[src/rtl/s_axi_read_ctrl_if.sv]
// AXI4-Lite read-only channel bundle (AR + R) for the DFX sequencer register file.
interface s_axi_read_ctrl_if #(
  parameter int unsigned ADDR_WIDTH = 16,
  parameter int unsigned DATA_WIDTH = 32
);
  logic [ADDR_WIDTH-1:0] S_AXI_ARADDR;
  logic                  S_AXI_ARVALID;
  logic                  S_AXI_ARREADY;
  logic [DATA_WIDTH-1:0] S_AXI_RDATA;
  logic [1:0]            S_AXI_RRESP;
  logic                  S_AXI_RVALID;
  logic                  S_AXI_RREADY;

  modport master (
    output S_AXI_ARADDR, S_AXI_ARVALID, S_AXI_RREADY,
    input  S_AXI_ARREADY, S_AXI_RDATA, S_AXI_RRESP, S_AXI_RVALID
  );

  modport slave (
    input  S_AXI_ARADDR, S_AXI_ARVALID, S_AXI_RREADY,
    output S_AXI_ARREADY, S_AXI_RDATA, S_AXI_RRESP, S_AXI_RVALID
  );
endinterface

[src/rtl/s_axi_read_ctrl.sv]
// AXI4-Lite read slave: bank0 sequencer state, bank1 slot descriptors fetched with a
// request/ready handshake and timeout, registered response and saturating error counter.
module s_axi_read_ctrl #(
  parameter int unsigned ADDR_WIDTH           = 16,
  parameter int unsigned DATA_WIDTH           = 32,
  parameter int unsigned BANK1_INDEX_WIDTH    = 2,
  parameter int unsigned BANK1_SRC_ADDR_WIDTH = 32,
  parameter int unsigned BANK1_SRC_SIZE_WIDTH = 26,
  parameter int unsigned BANK1_DST_ADDR_WIDTH = 32,
  parameter int unsigned BANK1_DST_SIZE_WIDTH = 26,
  parameter int unsigned BANK1_STATUS_WIDTH   = 2,
  parameter int unsigned BANK1_PROFILE_WIDTH  = 32,
  parameter int unsigned BANK0_STATUS_WIDTH   = 4,
  parameter int unsigned BANK0_CNT_WIDTH      = BANK1_INDEX_WIDTH,
  parameter int unsigned TIMEOUT_CYCLES       = 256,
  parameter int unsigned ERRCNT_WIDTH         = 8
) (
  input  logic                            clk,
  input  logic                            reset,
  s_axi_read_ctrl_if.slave                s_axi,
  output logic [BANK1_INDEX_WIDTH-1:0]    ext_bank1_out_index,
  output logic                            ext_bank1_out_req,
  input  logic [BANK1_SRC_ADDR_WIDTH-1:0] ext_bank1_out_src_addr,
  input  logic [BANK1_SRC_SIZE_WIDTH-1:0] ext_bank1_out_src_size,
  input  logic [BANK1_DST_ADDR_WIDTH-1:0] ext_bank1_out_des_addr,
  input  logic [BANK1_DST_SIZE_WIDTH-1:0] ext_bank1_out_des_size,
  input  logic [BANK1_STATUS_WIDTH-1:0]   ext_bank1_out_status,
  input  logic [BANK1_PROFILE_WIDTH-1:0]  ext_bank1_out_profile,
  input  logic                            ext_bank1_out_ready,
  input  logic [BANK0_STATUS_WIDTH-1:0]   ext_bank0_out_status,
  input  logic [BANK0_CNT_WIDTH-1:0]      ext_bank0_out_mainCnt,
  input  logic [BANK0_CNT_WIDTH-1:0]      ext_bank0_out_endCnt,
  output logic [ERRCNT_WIDTH-1:0]         rd_err_cnt
);

  localparam int unsigned TimerW = $clog2(TIMEOUT_CYCLES + 1);
  localparam logic [1:0] RespOkay   = 2'b00;
  localparam logic [1:0] RespSlvErr = 2'b10;
  localparam logic [1:0] RespDecErr = 2'b11;

  typedef enum logic [1:0] {StIdle, StB1Wait, StResp} state_e;

  state_e                       state_q, state_d;
  logic [DATA_WIDTH-1:0]        rdata_q, rdata_d;
  logic [1:0]                   rresp_q, rresp_d;
  logic [BANK1_INDEX_WIDTH-1:0] index_q, index_d;
  logic                         req_q, req_d;
  logic [2:0]                   word_q, word_d;
  logic [TimerW-1:0]            timer_q, timer_d;
  logic [ERRCNT_WIDTH-1:0]      err_cnt_q, err_cnt_d;

  logic [ADDR_WIDTH-1:0] addr;
  logic [7:0]            reg_sel;
  logic [3:0]            word_sel;
  logic                  dec_bank1, dec_err;
  logic [DATA_WIDTH-1:0] dec_data, field_data;
  logic                  unused_addr;

  assign addr        = s_axi.S_AXI_ARADDR;
  assign reg_sel     = addr[13:6];
  assign word_sel    = addr[5:2];
  assign unused_addr = ^addr[1:0];

  always_comb begin
    dec_bank1 = 1'b0;
    dec_err   = 1'b0;
    dec_data  = '0;
    if ((|(addr >> 16)) || addr[15]) begin
      dec_err = 1'b1;
    end else if (!addr[14]) begin
      case (reg_sel)
        8'd0:    dec_data = '0;
        8'd1:    dec_data = DATA_WIDTH'(ext_bank0_out_status);
        8'd2:    dec_data = DATA_WIDTH'(ext_bank0_out_mainCnt);
        8'd3:    dec_data = DATA_WIDTH'(ext_bank0_out_endCnt);
        default: dec_err  = 1'b1;
      endcase
    end else if (((reg_sel >> BANK1_INDEX_WIDTH) != 8'd0) || (word_sel > 4'd5)) begin
      dec_err = 1'b1;
    end else begin
      dec_bank1 = 1'b1;
    end
  end

  always_comb begin
    case (word_q)
      3'd0:    field_data = DATA_WIDTH'(ext_bank1_out_src_addr);
      3'd1:    field_data = DATA_WIDTH'(ext_bank1_out_src_size);
      3'd2:    field_data = DATA_WIDTH'(ext_bank1_out_des_addr);
      3'd3:    field_data = DATA_WIDTH'(ext_bank1_out_des_size);
      3'd4:    field_data = DATA_WIDTH'(ext_bank1_out_status);
      3'd5:    field_data = DATA_WIDTH'(ext_bank1_out_profile);
      default: field_data = '0;
    endcase
  end

  always_comb begin
    state_d   = state_q;
    rdata_d   = rdata_q;
    rresp_d   = rresp_q;
    index_d   = index_q;
    req_d     = req_q;
    word_d    = word_q;
    timer_d   = timer_q;
    err_cnt_d = err_cnt_q;
    unique case (state_q)
      StIdle: begin
        if (s_axi.S_AXI_ARVALID) begin
          if (dec_bank1) begin
            index_d = addr[6 +: BANK1_INDEX_WIDTH];
            word_d  = word_sel[2:0];
            req_d   = 1'b1;
            timer_d = '0;
            state_d = StB1Wait;
          end else begin
            rdata_d = dec_err ? '0 : dec_data;
            rresp_d = dec_err ? RespDecErr : RespOkay;
            state_d = StResp;
          end
        end
      end
      StB1Wait: begin
        // Ready is checked before the timeout so a late ready still wins.
        if (req_q && ext_bank1_out_ready) begin
          rdata_d = field_data;
          rresp_d = RespOkay;
          req_d   = 1'b0;
          state_d = StResp;
        end else if (timer_q == TimerW'(TIMEOUT_CYCLES - 1)) begin
          rdata_d = '0;
          rresp_d = RespSlvErr;
          req_d   = 1'b0;
          state_d = StResp;
        end else begin
          timer_d = timer_q + 1'b1;
        end
      end
      StResp: begin
        if (s_axi.S_AXI_RREADY) begin
          state_d = StIdle;
          if ((rresp_q != RespOkay) && (err_cnt_q != '1)) err_cnt_d = err_cnt_q + 1'b1;
        end
      end
      default: state_d = StIdle;
    endcase
  end

  always_ff @(posedge clk or negedge reset) begin
    if (!reset) begin
      state_q   <= StIdle;
      rdata_q   <= '0;
      rresp_q   <= RespOkay;
      index_q   <= '0;
      req_q     <= 1'b0;
      word_q    <= '0;
      timer_q   <= '0;
      err_cnt_q <= '0;
    end else begin
      state_q   <= state_d;
      rdata_q   <= rdata_d;
      rresp_q   <= rresp_d;
      index_q   <= index_d;
      req_q     <= req_d;
      word_q    <= word_d;
      timer_q   <= timer_d;
      err_cnt_q <= err_cnt_d;
    end
  end

  assign s_axi.S_AXI_ARREADY = (state_q == StIdle);
  assign s_axi.S_AXI_RVALID  = (state_q == StResp);
  assign s_axi.S_AXI_RDATA   = rdata_q;
  assign s_axi.S_AXI_RRESP   = rresp_q;
  assign ext_bank1_out_index = index_q;
  assign ext_bank1_out_req   = req_q;
  assign rd_err_cnt          = err_cnt_q;

endmodule

[src/flat_wrapper.sv]
// flat-port wrapper written by rule: the top's interface ports become plain ports
module s_axi_read_ctrl_flat 
#(
  parameter int unsigned ADDR_WIDTH           = 16,
  parameter int unsigned DATA_WIDTH           = 32,
  parameter int unsigned BANK1_INDEX_WIDTH    = 2,
  parameter int unsigned BANK1_SRC_ADDR_WIDTH = 32,
  parameter int unsigned BANK1_SRC_SIZE_WIDTH = 26,
  parameter int unsigned BANK1_DST_ADDR_WIDTH = 32,
  parameter int unsigned BANK1_DST_SIZE_WIDTH = 26,
  parameter int unsigned BANK1_STATUS_WIDTH   = 2,
  parameter int unsigned BANK1_PROFILE_WIDTH  = 32,
  parameter int unsigned BANK0_STATUS_WIDTH   = 4,
  parameter int unsigned BANK0_CNT_WIDTH      = BANK1_INDEX_WIDTH,
  parameter int unsigned TIMEOUT_CYCLES       = 256,
  parameter int unsigned ERRCNT_WIDTH         = 8
)
  (clk, reset, ext_bank1_out_index, ext_bank1_out_req, ext_bank1_out_src_addr, ext_bank1_out_src_size, ext_bank1_out_des_addr, ext_bank1_out_des_size, ext_bank1_out_status, ext_bank1_out_profile, ext_bank1_out_ready, ext_bank0_out_status, ext_bank0_out_mainCnt, ext_bank0_out_endCnt, rd_err_cnt, s_axi_S_AXI_ARADDR, s_axi_S_AXI_ARVALID, s_axi_S_AXI_RREADY, s_axi_S_AXI_ARREADY, s_axi_S_AXI_RDATA, s_axi_S_AXI_RRESP, s_axi_S_AXI_RVALID);
  s_axi_read_ctrl_if #(.ADDR_WIDTH(ADDR_WIDTH), .DATA_WIDTH(DATA_WIDTH)) s_axi_i ();
  input  logic clk;
  input  logic reset;
  output logic [BANK1_INDEX_WIDTH-1:0] ext_bank1_out_index;
  output logic ext_bank1_out_req;
  input  logic [BANK1_SRC_ADDR_WIDTH-1:0] ext_bank1_out_src_addr;
  input  logic [BANK1_SRC_SIZE_WIDTH-1:0] ext_bank1_out_src_size;
  input  logic [BANK1_DST_ADDR_WIDTH-1:0] ext_bank1_out_des_addr;
  input  logic [BANK1_DST_SIZE_WIDTH-1:0] ext_bank1_out_des_size;
  input  logic [BANK1_STATUS_WIDTH-1:0] ext_bank1_out_status;
  input  logic [BANK1_PROFILE_WIDTH-1:0] ext_bank1_out_profile;
  input  logic ext_bank1_out_ready;
  input  logic [BANK0_STATUS_WIDTH-1:0] ext_bank0_out_status;
  input  logic [BANK0_CNT_WIDTH-1:0] ext_bank0_out_mainCnt;
  input  logic [BANK0_CNT_WIDTH-1:0] ext_bank0_out_endCnt;
  output logic [ERRCNT_WIDTH-1:0] rd_err_cnt;
  input wire logic [$bits(s_axi_i.S_AXI_ARADDR)-1:0] s_axi_S_AXI_ARADDR;
  input wire logic [$bits(s_axi_i.S_AXI_ARVALID)-1:0] s_axi_S_AXI_ARVALID;
  input wire logic [$bits(s_axi_i.S_AXI_RREADY)-1:0] s_axi_S_AXI_RREADY;
  output wire logic [$bits(s_axi_i.S_AXI_ARREADY)-1:0] s_axi_S_AXI_ARREADY;
  output wire logic [$bits(s_axi_i.S_AXI_RDATA)-1:0] s_axi_S_AXI_RDATA;
  output wire logic [$bits(s_axi_i.S_AXI_RRESP)-1:0] s_axi_S_AXI_RRESP;
  output wire logic [$bits(s_axi_i.S_AXI_RVALID)-1:0] s_axi_S_AXI_RVALID;
  assign s_axi_i.S_AXI_ARADDR = s_axi_S_AXI_ARADDR;
  assign s_axi_i.S_AXI_ARVALID = s_axi_S_AXI_ARVALID;
  assign s_axi_i.S_AXI_RREADY = s_axi_S_AXI_RREADY;
  assign s_axi_S_AXI_ARREADY = s_axi_i.S_AXI_ARREADY;
  assign s_axi_S_AXI_RDATA = s_axi_i.S_AXI_RDATA;
  assign s_axi_S_AXI_RRESP = s_axi_i.S_AXI_RRESP;
  assign s_axi_S_AXI_RVALID = s_axi_i.S_AXI_RVALID;
  s_axi_read_ctrl #(.ADDR_WIDTH(ADDR_WIDTH), .DATA_WIDTH(DATA_WIDTH), .BANK1_INDEX_WIDTH(BANK1_INDEX_WIDTH), .BANK1_SRC_ADDR_WIDTH(BANK1_SRC_ADDR_WIDTH), .BANK1_SRC_SIZE_WIDTH(BANK1_SRC_SIZE_WIDTH), .BANK1_DST_ADDR_WIDTH(BANK1_DST_ADDR_WIDTH), .BANK1_DST_SIZE_WIDTH(BANK1_DST_SIZE_WIDTH), .BANK1_STATUS_WIDTH(BANK1_STATUS_WIDTH), .BANK1_PROFILE_WIDTH(BANK1_PROFILE_WIDTH), .BANK0_STATUS_WIDTH(BANK0_STATUS_WIDTH), .BANK0_CNT_WIDTH(BANK0_CNT_WIDTH), .TIMEOUT_CYCLES(TIMEOUT_CYCLES), .ERRCNT_WIDTH(ERRCNT_WIDTH)) u_core (.clk(clk), .reset(reset), .s_axi(s_axi_i), .ext_bank1_out_index(ext_bank1_out_index), .ext_bank1_out_req(ext_bank1_out_req), .ext_bank1_out_src_addr(ext_bank1_out_src_addr), .ext_bank1_out_src_size(ext_bank1_out_src_size), .ext_bank1_out_des_addr(ext_bank1_out_des_addr), .ext_bank1_out_des_size(ext_bank1_out_des_size), .ext_bank1_out_status(ext_bank1_out_status), .ext_bank1_out_profile(ext_bank1_out_profile), .ext_bank1_out_ready(ext_bank1_out_ready), .ext_bank0_out_status(ext_bank0_out_status), .ext_bank0_out_mainCnt(ext_bank0_out_mainCnt), .ext_bank0_out_endCnt(ext_bank0_out_endCnt), .rd_err_cnt(rd_err_cnt));
endmodule
[config.mk]
export PLATFORM = sky130hd
export DESIGN_NAME = s_axi_read_ctrl_flat
export DESIGN_NICKNAME = d
export VERILOG_FILES = /design/src/rtl/s_axi_read_ctrl_if.sv /design/src/rtl/s_axi_read_ctrl.sv /design/src/flat_wrapper.sv
export SDC_FILE = /design/constraint.sdc
export NUM_CORES = 1
export LEC_CHECK = 0
export BUFFER_PORTS_ARGS = -buffer_cell sky130_fd_sc_hd__buf_2
export CORE_UTILIZATION = 39
export CTS_BUF_LIST = sky130_fd_sc_hd__clkbuf_4 sky130_fd_sc_hd__clkbuf_8 sky130_fd_sc_hd__clkbuf_16
export CTS_CLUSTER_SIZE = 14
export DETAILED_ROUTE_END_ITERATION = 8
export GPL_ROUTABILITY_DRIVEN = 0
export HOLD_SLACK_MARGIN = 0.1
export PLACE_DENSITY = 0.79
export SLEW_MARGIN = 20
export SYNTH_ARGS = -nofsm -noshare
export SYNTH_HDL_FRONTEND = slang
export SYNTH_SLANG_ARGS = --single-unit
export TNS_END_PERCENT = 30
[constraint.sdc]
create_clock -name clk -period 2.1 [get_ports clk]
set_input_delay 0 -clock clk [delete_from_list [all_inputs] [get_ports clk]]
set_output_delay 0 -clock clk [all_outputs]
set_load 0.005 [all_outputs]
======== Word-level counts from Yosys, hierarchy flattened ========
Index checks and enable logic that the tools add are counted.
word-level totals
  bits in registers ....................... 59
  input port bits ......................... 179
  output and inout bits ................... 47
  logic and storage cells ................. 84
operators by class
  add/subtract/negate cells ............... 2
  $lt $le $gt $ge ......................... 1
  equality and inequality tests ........... 19
  mux-type cells .......................... 38
  reduce and logical (&&, ||, !) cells .... 16
operators with widths
  kind                   number
  $mux W32               7
  $pmux W32 S6           1
  $pmux W32 S2           1
  $mux W9                4
  $mux W2                9
  $pmux W9 S2            1
  $eq A8 B2 Y1 const B   2
  $pmux W4 S3            1
  $mux W1                11
  $ne A2 B2 Y1 const B   5
  $add A9 B1 Y9 const B  1
  $eq A9 B8 Y1 const B   1
  $reduce_and A3 Y1      3
  $add A8 B1 Y8 const B  1
  $eq A8 B1 Y1 const B   1
  $logic_not A8 Y1       1
  $ne A8 B8 Y1 const B   1
  $reduce_and A4 Y1      2
  $reduce_bool A8 Y1     1
  $eq A3 B2 Y1 const B   2
  $eq A3 B3 Y1 const B   2
  $pmux W2 S3            1
  $reduce_and A5 Y1      1
  $gt A4 B3 Y1 const B   1
  13 further kinds       15

======== Logic depth before layout (Yosys ltp) ========
  depth after elaboration ................. 9
  mapped depth ............................ 12
  gate-level depth less buffers ........... 10

======== Least setup slack after synthesis ========
OpenSTA, ideal clock, no wires.
  path kind ............................... reg2reg
  start ................................... register u_core.timer_q[2]
  end ..................................... register u_core.rdata_q[12] (netlist: u_core.s_axi.S_AXI_RDATA[12])
  arrival time ............................ 1832 ps
  slack ................................... 141 ps
  stages on the path, launching flop included .. 13
  clock period less this slack ............ 1959 ps
  cell sequence ........................... dfrtp_1 nand3_1 nor2_1 nand2_1 nor2_1 ha_1 a21oi_1 a211oi_1 o21ai_1 buf_2 buf_4 nand2_1 o21ai_0
on the way
  longest elaborated chain between the ends .. 3
ends and longest elaborated chain
  item                         RTL line                source
  start, declared              s_axi_read_ctrl.sv:49   logic [TimerW-1:0] timer_q, timer_d;
  start signal, assigned       s_axi_read_ctrl.sv:165  timer_q <= timer_d;
  $eq A9 B8 Y1                 s_axi_read_ctrl.sv:129  end else if (timer_q == TimerW'(TIMEOUT_CYCLES - 1)) begin
  $ne A3 B1 Y1 (no line)       --
  $reduce_and A4 Y1 (no line)  --
  end signal, assigned         s_axi_read_ctrl.sv:160  rdata_q <= rdata_d;
  end, declared                s_axi_read_ctrl.sv:44   logic [DATA_WIDTH-1:0] rdata_q, rdata_d;
No other way between the ends.
A chain may end at the register's enable or synchronous reset.

======== Final worst setup path ========
  start ................................... register u_core.word_q[1]
  end ..................................... register u_core.rdata_q[14] (netlist: u_core.s_axi.S_AXI_RDATA[14])
on the way
  longest elaborated chain between the ends .. 4
  elaborated cells on any way between the ends .. 9
  classes of those cells .................. eq/ne (5); mux (3); reduce/logical (1)
ends and longest elaborated chain
  item                                        RTL line                source
  start, declared                             s_axi_read_ctrl.sv:48   logic [2:0] word_q, word_d;
  start signal, assigned                      s_axi_read_ctrl.sv:164  word_q <= word_d;
  $eq A3 B3 Y1, or another cell as far along  s_axi_read_ctrl.sv:86   case (word_q)
  $pmux W32 S6 (*)                            s_axi_read_ctrl.sv:86
  $mux W32 (*)                                s_axi_read_ctrl.sv:124  if (req_q && ext_bank1_out_ready) begin
  $pmux W32 S2 (*)                            s_axi_read_ctrl.sv:106  unique case (state_q)
Mark *: on every way between the ends. The rest lies on a longest branch, timed or not.

==> results.cfg <==
[run_status]
status = complete, no violations

[cells_and_area]
area_growth_pct = 55.1
nFillCells = 778
seqCellArea_mm2 = 0.00148
drive_gt1_share_pct = 47.9
multi_input_area_mm2 = 0.00209
final_core_utilization_pct = 62.0
antenna_cells = 0
nets = 835

[global_route]
grt-ovfl-total = 0
grt_usage_pct = 25.3
grt_pass1_wl_um = 19400
grt_max_degree = 45
grt_pass1_vias = 4188
antenna_found_initial = 0

[routing]
wl_um = 12300
via_per_inst = 5.30
dr.first_iter.drc_count = 134
drtAntennaViolNets = 0
drc_errors = 0
wire_per_inst_um = 16.0
routed-via-count = 4078
first_pass_iters = 4

[worst_setup_path]
critPathBufInv = 2
path_cells = buf_12, mux2_2, dlygate4sd3_1, a22oi_1, o21ai_0
path_delay_family = buffers and inverters
cp_slowest_cell = dlygate4sd3_1
arrival_ns = 2.18
worst_ep_required_time_ns = 2.30
slowest_delay_ns = 0.56
start_kind = register
crit_fanout = 44
cp-end-kind = register
path_class = reg -> reg

[run]
maxCapViolCount = 0

[logic_synthesis]
synth_commonest_cells = nand2_1 (61), dfrtp_1 (59), o21ai_0 (46)
synth_enable_flop_cells = 0
synth.cell_area_mm2 = 0.00368
ys_seq_area_share_pct = 40.1
synthFlopType = dfrtp_1
synthTopCellsByArea = dfrtp_1 (40%), mux2_2 (8.9%), mux4_2 (6.7%)
synthDistinctLibCells = 42
syn_inst = 378
synth_nets = 560
ys_ff_latch = 59
yosysMostFrequentCell = nand2_1
async_flop_share_pct = 100
yosys.area.top_type = dfrtp_1
syn_avg_cell_area_um2 = 9.73
yosysTopAreaCellShare_pct = 40.1
synth_warnings = 0

[floorplanning]
row_count = 35
die_area_mm2 = 0.00982
die_x_um = 99.1
start_util_pct = 40.0
core-area_mm2 = 0.00920
die_h_um = 99.1
io_pins = 226

[clock_network]
htreeDepth = 3
clk_path_buf_depth = 2
clk_pin_slew_ns = 0.07
cts_sinks = 59
cts_made_buffers = 9
cts-root-buf = clkbuf_8
worstSkewPairLatency_ns = 0.33
cts_tree = built

[timing]
skew_ns = 0.00982
fmax_mhz = 503
fin_crit_ns = 1.99
setup_viol = 0
holdWs_ns = 0.114
slew_violations = 0
slew_headroom_pct = 37.7
worst_slew_pin_slew_ns = 0.931
period_share_pct = 94.6
hold_viol_final = 0

[power]
p_comb_share_pct = 21.6
finalPower_w = 0.00293
power.switching_w = 0.000776
clkPwrFrac_pct = 34.6
seqPwrFrac_pct = 43.8
power_density_mw_per_mm2 = 513
peakVddDrop_mv = 0.216
swShare_pct = 26.5
p_int_w = 0.00215
p_leak_nw = 2.75

[placed_design]
port_buffers = 223
hpwl_um = 9080

[worst_hold_path]
min_path_type = in -> reg
-- flip-flops by register name, summed over array words and instances (netlist names) --
name	count
u_core.s_axi.S_AXI_RRESP	2
u_core.rd_err_cnt	8
u_core.ext_bank1_out_req	1
u_core.word_q	3
u_core.timer_q	9
u_core.ext_bank1_out_index	2
u_core.state_q	2
u_core.s_axi.S_AXI_RDATA	32
-- metrics by stage --
| step | std cells | setup TNS, ns | instance area (um2) | setup slack [ns] |
|---|---|---|---|---|
| finish | 769 | 0 | 5710 | 0.114 |
| detailed placement | 702 | 0 | 4970 | 0.0381 |
| global placement | 702 | 0 | 4970 | 0.100 |
| floorplan | 378 | 0 | 3680 | 0.141 |
| global route | 769 | -0.0563 | 5710 | -0.0210 |
| CTS | 764 | 0 | 5630 | 0.0216 |
-- worst min-delay path, delay by kind of cell --
family                 cells  cell delay [ns]
AOI/OAI and AO/OA          3             0.28
buffers and inverters      1             0.07
and+or+nand+nor            1             0.05
-- kinds of logic (layout without fill, tap and decap cells) --
kind of cell,Yosys count,in the layout,share of synthesized area (%)
DFF,59,59,40.1
muxes,56,56,20.0
AOI/OAI and AO/OA,102,102,17.0
adders and majority gates,3,3,1.02
buffers and inverters,32,312,4.35
xor gates and xnor gates,11,11,2.62
and+or+nand+nor,115,115,14.9
-- routing by layer --
| metal | global-route usage (%) | up-vias | wire [um] |
|---|---|---|---|
| li1 | - | 1926 | - |
| met1 | 28.5 | 1909 | 4960 |
| met2 | 45.3 | 206 | 6160 |
| met3 | 6.04 | 37 | 832 |
| met4 | 11.5 | 0 | 376 |
| met5 | 0 | - | 0 |
-- cell type report --
class	instances	area share, %
multi-input cells	287	36.6
inverters	5	0.329
well taps	111	2.43
flip-flops and latches	59	25.9
repair buffers	291	31.3
clock inverters	5	0.921
clock buffers	11	2.54
-- cells in the final DEF (no fill, tap or decap), types with 4 or more instances in the layout --
cell,n
nand2_1,60
a22o_1,4
mux2i_1,15
o211ai_1,5
mux2_2,29
o21ai_1,4
nor2_1,11
a21oi_1,6
o21ai_0,46
nor3_1,4
mux4_2,11
a22oi_1,30
nand3_1,12
buf_4,18
xnor2_1,4
dlygate4sd3_1,46
xor2_1,7
dfrtp_1,58
buf_2,223
clkbuf_8,10
inv_1,5
-- path summary, 6_finish.rpt --
path                                                          start  cells after the start                                  endpoint  slack (ns)
max                                    u_core.word_q[1]$_DFFE_PN0P_                      5  u_core.s_axi.S_AXI_RDATA[14]$_DFFE_PN0P_        0.11
min                                       ext_bank1_out_profile[21]                      5  u_core.s_axi.S_AXI_RDATA[21]$_DFFE_PN0P_        0.11
max reg2reg                            u_core.word_q[1]$_DFFE_PN0P_                      5  u_core.s_axi.S_AXI_RDATA[14]$_DFFE_PN0P_        0.11
min reg2reg                u_core.s_axi.S_AXI_RDATA[12]$_DFFE_PN0P_                      2  u_core.s_axi.S_AXI_RDATA[12]$_DFFE_PN0P_        0.48
max in group asynchronous                                     reset                      3          u_core.rd_err_cnt[3]$_DFFE_PN0P_        1.25
min in group asynchronous                                     reset                      2          u_core.rd_err_cnt[2]$_DFFE_PN0P_        0.24
-- what timing repair did --
action                     CTS  global route
hold buffers                46             0
setup buffers                0             5
hold endpoints to repair    63             0
setup endpoints to repair    0            38
gates resized for setup      0            10
-- power groups by stage --
stage / sequential, W / clock, W / combinational (W)
final: 0.00128 / 0.00101 / 0.000633
after global routing: 0.00129 / 0.00111 / 0.000699
after CTS: 0.00128 / 0.00106 / 0.000624
after detailed placement: 0.00130 / 0 / 0.000559
after global placement: 0.00130 / 0 / 0.000540
after floorplan: 0.00129 / 0 / 0.000235
No activity file was read; power rests on OpenSTA's default activity.
